--- src/rtl/fifo_uart_drain_pkg.sv ---
// Shared types and frame constants for the FIFO-to-UART drain block.
package fifo_uart_pkg;

    typedef enum logic [1:0] {
        IDLE    = 2'd0,
        FETCH   = 2'd1,
        CAPTURE = 2'd2,
        SEND    = 2'd3
    } state_e;

    localparam int unsigned FRAME_BITS = 10;
    localparam logic        START_BIT  = 1'b0;
    localparam logic        STOP_BIT   = 1'b1;

endpackage

--- src/rtl/fifo_uart_drain_if.sv ---
// FIFO read port plus UART line and debug status of the drain block.
interface fifo_uart_drain_if #(
    parameter int unsigned COUNT_WIDTH = 16
) ();
    logic                   enable;
    logic [7:0]             fifo_data_out;
    logic                   fifo_empty;
    logic                   fifo_request_output;
    logic                   tx;
    logic                   busy;
    logic [COUNT_WIDTH-1:0] frames_sent;

    modport master (
        output enable, fifo_data_out, fifo_empty,
        input  fifo_request_output, tx, busy, frames_sent
    );

    modport slave (
        input  enable, fifo_data_out, fifo_empty,
        output fifo_request_output, tx, busy, frames_sent
    );
endinterface

--- src/rtl/fifo_uart_drain_serializer.sv ---
// 8N1 LSB-first serializer: start_i loads a byte, done_o pulses in the last stop-bit cycle.
module uart_tx_serializer
    import fifo_uart_pkg::*;
#(
    parameter int unsigned CLOCKS_PER_BAUD = 868
) (
    input  logic       clk,
    input  logic       rst,
    input  logic       start_i,
    input  logic [7:0] data_i,
    output logic       tx_o,
    output logic       done_o
);
    localparam int unsigned       BAUD_W    = $clog2(CLOCKS_PER_BAUD);
    localparam logic [BAUD_W-1:0] BAUD_LAST = BAUD_W'(CLOCKS_PER_BAUD - 1);
    localparam logic [3:0]        IDX_LAST  = 4'(FRAME_BITS - 1);

    logic [BAUD_W-1:0] baud_q;
    logic [3:0]        idx_q;
    logic [8:0]        shift_q;
    logic              active_q;
    logic              tx_q;
    logic              wrap;

    assign wrap   = active_q && (baud_q == BAUD_LAST);
    assign done_o = wrap && (idx_q == IDX_LAST);
    assign tx_o   = tx_q;

    // tx_q already carries the start bit when the first SEND cycle begins
    always_ff @(posedge clk or posedge rst) begin
        if (rst) begin
            baud_q   <= '0;
            idx_q    <= '0;
            shift_q  <= '0;
            active_q <= 1'b0;
            tx_q     <= STOP_BIT;
        end else if (start_i) begin
            baud_q   <= '0;
            idx_q    <= '0;
            shift_q  <= {STOP_BIT, data_i};
            active_q <= 1'b1;
            tx_q     <= START_BIT;
        end else if (active_q) begin
            if (wrap) begin
                baud_q <= '0;
                if (idx_q == IDX_LAST) begin
                    active_q <= 1'b0;
                    tx_q     <= STOP_BIT;
                end else begin
                    idx_q   <= idx_q + 4'd1;
                    tx_q    <= shift_q[0];
                    shift_q <= {STOP_BIT, shift_q[8:1]};
                end
            end else begin
                baud_q <= baud_q + BAUD_W'(1);
            end
        end
    end
endmodule

--- src/rtl/fifo_uart_drain.sv ---
// Pops bytes from the response FIFO and sends each as one UART frame; counts completed frames.
module fifo_uart_drain
    import fifo_uart_pkg::*;
#(
    parameter int unsigned CLOCKS_PER_BAUD = 868,
    parameter int unsigned COUNT_WIDTH     = 16
) (
    input logic              clk,
    input logic              rst,
    fifo_uart_drain_if.slave bus
);
    if (CLOCKS_PER_BAUD < 2 || CLOCKS_PER_BAUD > 65535) begin : g_bad_baud
        $error("CLOCKS_PER_BAUD must be within 2..65535");
    end

    state_e                 state_q;
    logic [7:0]             data_q;
    logic [COUNT_WIDTH-1:0] frames_q;
    logic                   pop;
    logic                   ser_tx;
    logic                   ser_done;

    // Strobe is decoded in the IDLE cycle itself so the FIFO returns data during FETCH
    assign pop = (state_q == IDLE) && bus.enable && !bus.fifo_empty && !rst;

    always_ff @(posedge clk or posedge rst) begin
        if (rst) begin
            state_q  <= IDLE;
            data_q   <= '0;
            frames_q <= '0;
        end else begin
            case (state_q)
                IDLE:    if (pop) state_q <= FETCH;
                FETCH: begin
                    data_q  <= bus.fifo_data_out;
                    state_q <= CAPTURE;
                end
                CAPTURE: state_q <= SEND;
                SEND: begin
                    if (ser_done) begin
                        frames_q <= frames_q + COUNT_WIDTH'(1);
                        state_q  <= IDLE;
                    end
                end
                default: state_q <= IDLE;
            endcase
        end
    end

    uart_tx_serializer #(
        .CLOCKS_PER_BAUD(CLOCKS_PER_BAUD)
    ) u_ser (
        .clk    (clk),
        .rst    (rst),
        .start_i(state_q == CAPTURE),
        .data_i (data_q),
        .tx_o   (ser_tx),
        .done_o (ser_done)
    );

    assign bus.fifo_request_output = pop;
    assign bus.tx                  = ser_tx;
    assign bus.busy                = (state_q != IDLE);
    assign bus.frames_sent         = frames_q;
endmodule

--- src/flat_wrapper.sv ---
// flat-port wrapper written by rule: the top's interface ports become plain ports
module fifo_uart_drain_flat import fifo_uart_pkg::*;
#(
    parameter int unsigned CLOCKS_PER_BAUD = 868,
    parameter int unsigned COUNT_WIDTH     = 16
)
  (clk, rst, bus_enable, bus_fifo_data_out, bus_fifo_empty, bus_fifo_request_output, bus_tx, bus_busy, bus_frames_sent);
  fifo_uart_drain_if #(.COUNT_WIDTH(COUNT_WIDTH)) bus_i ();
  input logic clk;
  input logic rst;
  input wire logic [$bits(bus_i.enable)-1:0] bus_enable;
  input wire logic [$bits(bus_i.fifo_data_out)-1:0] bus_fifo_data_out;
  input wire logic [$bits(bus_i.fifo_empty)-1:0] bus_fifo_empty;
  output wire logic [$bits(bus_i.fifo_request_output)-1:0] bus_fifo_request_output;
  output wire logic [$bits(bus_i.tx)-1:0] bus_tx;
  output wire logic [$bits(bus_i.busy)-1:0] bus_busy;
  output wire logic [$bits(bus_i.frames_sent)-1:0] bus_frames_sent;
  assign bus_i.enable = bus_enable;
  assign bus_i.fifo_data_out = bus_fifo_data_out;
  assign bus_i.fifo_empty = bus_fifo_empty;
  assign bus_fifo_request_output = bus_i.fifo_request_output;
  assign bus_tx = bus_i.tx;
  assign bus_busy = bus_i.busy;
  assign bus_frames_sent = bus_i.frames_sent;
  fifo_uart_drain #(.CLOCKS_PER_BAUD(CLOCKS_PER_BAUD), .COUNT_WIDTH(COUNT_WIDTH)) u_core (.clk(clk), .rst(rst), .bus(bus_i));
endmodule
--- config.mk ---
export PLATFORM = sky130hd
export DESIGN_NAME = fifo_uart_drain_flat
export DESIGN_NICKNAME = d
export VERILOG_FILES = /design/src/rtl/fifo_uart_drain_pkg.sv /design/src/rtl/fifo_uart_drain_if.sv /design/src/rtl/fifo_uart_drain_serializer.sv /design/src/rtl/fifo_uart_drain.sv /design/src/flat_wrapper.sv
export SDC_FILE = /design/constraint.sdc
export NUM_CORES = 1
export LEC_CHECK = 0
export CAP_MARGIN = 20
export CORE_MARGIN = 2
export CORE_UTILIZATION = 45
export CTS_BUF_LIST = sky130_fd_sc_hd__clkbuf_4
export CTS_CLUSTER_SIZE = 20
export DETAILED_ROUTE_END_ITERATION = 6
export HOLD_SLACK_MARGIN = 0.06
export PLACE_DENSITY_LB_ADDON = 0.1
export SLEW_MARGIN = 20
export SYNTH_ARGS = -nofsm -noshare
export SYNTH_HDL_FRONTEND = slang
export SYNTH_HIERARCHICAL = 1
export SYNTH_SLANG_ARGS = --single-unit
--- constraint.sdc ---
create_clock -name clk -period 2.8 [get_ports clk]
set_input_delay 0.84 -clock clk [delete_from_list [all_inputs] [get_ports clk]]
set_output_delay 0.84 -clock clk [all_outputs]
set_load 0.01 [all_outputs]
==> metrics <==
status=completed; Routed Wire Length=4.39 mm; CP dominant cell by count=nor2_1; clock transition at the registers of the reported paths=around 0.15 ns; Placement Rows=27; HPWL after DPL=3.08 mm; register bit total from synthesis=51; Core Area=5410 sq um; fraction of layout cells with a size suffix above 1=18.7%; top post-synthesis cells by area=dfrtp_1 50%, mux2_2 11%, xnor2_1 4.6%, ha_1 4.5%, xor2_1 3.2%; initial drt markers=between 100 and 150; origin of the worst setup path=rst; CP bufs+invs=2; WL per Instance=13.6 um; # DRC=0; drt first pass iters=4; Setup Fix Bufs, Post-CTS=0; arrival time worst endpoint=1.76 ns; asr flop ratio synth=100%; root buffer cell=clkbuf_4; cts hold-fix bufs=0; leak pwr=1.33 nW; fin util=54.5%; IO Port Bufs=30; Final Critical Period=2.60 ns; htree depth=2; worst hold slack=0.481 ns; CP top delay family=buffers and inverters; Tot GR Track Use=between 15 and 20%; top-area cell type share of the netlist area=50.3%; Antenna Nets Post-Route=0; Req. time, crit path=1.96 ns; fill cell count=499; hold depth=1; CP endpoint kind=output pin; Clock Tree Buf Depth=2; Die W=between 70 and 80 um; Syn Nets=approximately 230; post-CTS sizing=1; Skew-Pair Late Insertion Delay=0.37 ns; placer congestion estimate=0.766; number of hold violations in the final report=0; Inserted Diodes=0; Slew HR=75.9%; Initial Utilization=46.0%; first-pass GRT wire length=7.85 mm; Hold Startpoint=u_core/bus.frames_sent[15]; power density cells=387 nW/um^2; largest net degree at the start of global routing=27; largest area contributor in the netlist=dfrtp_1; peak supply drop=282 uV; CTS tree=yes; Reg2Reg Depth=8; CP Depth=5; Pins Over Slew Limit=0; worst r2r src=u_core/u_ser/baud_q[0]; final-report setup violation count=0; cell area after synthesis=about 2500 sq um; total gr overflow=0; R2R Setup Slk=between 0.3 and 0.4 ns; Critical Path Fanout Max=2; DR vias/cell=5.07; area grow syn2layout=18.5%; crit-path max cell delay=0.42 ns; Synth Instances=between 200 and 250; RSZ-0062 raised after global routing=false; Crit-path slowest cell=clkdlybuf4s50_1; die height=78.3 um; CP startpoint kind=primary input; io pins=31; nets=271; number of max-cap violations=0; Post-synth EDFFs=0; syn_area_per_cell=11.7 sq um; register area share after synthesis=51.4%; WS Path Type=primary input to output pin; Hold Crit Class=register to register; TritonCTS buffer count=5; most frequent cell after synthesis=dfrtp_1; number of global-route vias before repair=between 1,500 and 2,000; synth unique cells=37; Worst-Margin Slew=roughly 0.36 ns; clk_skew=0.0103 ns; crit-path cells=clkdlybuf4s50_1 > nor2_1 > nand2_1 > nor2_1 > dlygate4sd2_1; CTS Sinks=between 50 and 60; Vias=1,639; Tcrit/Tclk final=92.9%; Most used DFF post-synth=dfrtp_1; Commonest cells post-synth=50 x dfrtp_1, 24 x mux2_2, 18 x nor2_1; synth warn=6; Fmax=0.384 GHz; initial antenna violation count=0; Die ar.=6140 sq um
## cell type report
class | instances | area (sq um) | share of cell area, %
inverter | 10 | 37.5 | 1.27
clock inverter | 3 | 20.0 | 0.679
multi-input combinational | 146 | 1140 | 38.7
sequential | 51 | 1280 | 43.3
timing repair buffer | 36 | 344 | 11.7
clock buffer | 5 | 37.5 | 1.27
tap | 72 | 90.1 | 3.06
## path summary, 6_finish.rpt
path | endpoint
hold / removal | u_core/bus.frames_sent[15]
min in group asynchronous | u_core/u_ser/shift_q[0]
max in group asynchronous | u_core/u_ser/tx_o
setup reg to reg | u_core/bus.frames_sent[15]
setup / recovery | bus_fifo_request_output
hold reg to reg | u_core/bus.frames_sent[15]
## sequential cells by signal, indices dropped and copies added, names as in the netlist
signal                  cells
u_core/bus.frames_sent     16
u_core/u_ser/baud_q        10
u_core/u_ser/shift_q        9
u_core/u_ser/active_q       1
u_core/state_q              2
u_core/u_ser/tx_o           1
u_core/data_q               8
u_core/u_ser/idx_q          4
## power breakdown
group          total (mW)  switching, mW  leakage (nW)  internal, mW
Clock               0.337          0.240        0.0288        0.0970
Sequential          0.754        0.00605         0.628         0.748
Combinational      0.0508         0.0207         0.669        0.0300
Total                1.14          0.266          1.33         0.875
## per-stage QoR
stage	worst slack [ns]	cells	power [mW]	instance area, sq um	setup TNS, ns
after floorplan	0.597	213	0.793	2490	0
after global placement	-0.0741	315	0.820	2890	-0.0741
after detailed placement	-0.0857	315	0.821	2890	-0.0857
final	0.199	323	1.14	2950	0
after global routing	0.0951	323	1.20	2950	0
after CTS	0.188	323	1.16	2950	0
## logic make-up after synthesis
group | Yosys count | share of synthesized area, %
simple gates | 75 | 18.2
flops | 51 | 51.4
mux | 27 | 12.3
xor+xnor | 22 | 7.75
buf+inv | 16 | 2.77
compound gates | 13 | 3.12
fa+ha+maj | 9 | 4.53
## layer usage
metal | track usage, % | share of wire (%)
met1 | 21.7 | 48
met3 | 4.60 | 3.9
met4 | 4.74 | 1.4
met2 | 25.5 | 47
met5 | 0 | 0
## layout by cell type, fill, tap and decap left out, types with 2 or more instances in the layout
cell / instances
a21oi_1: 5
a31oi_1: 2
and3_1: 3
and4_1: 2
buf_4: 6
clkbuf_4: 5
clkdlybuf4s50_1: 29
dfrtp_1: 50
ha_1: 9
inv_1: 10
mux2_2: 24
nand2_1: 15
nand3_1: 11
nand3b_1: 2
nand4_1: 5
nand4_4: 2
nor2_1: 18
nor3_1: 4
nor4b_4: 2
o21ai_0: 2
o31ai_1: 3
or2_2: 2
or3_1: 2
xnor2_1: 13
xor2_1: 9
(Power assumes the default switching activity.)
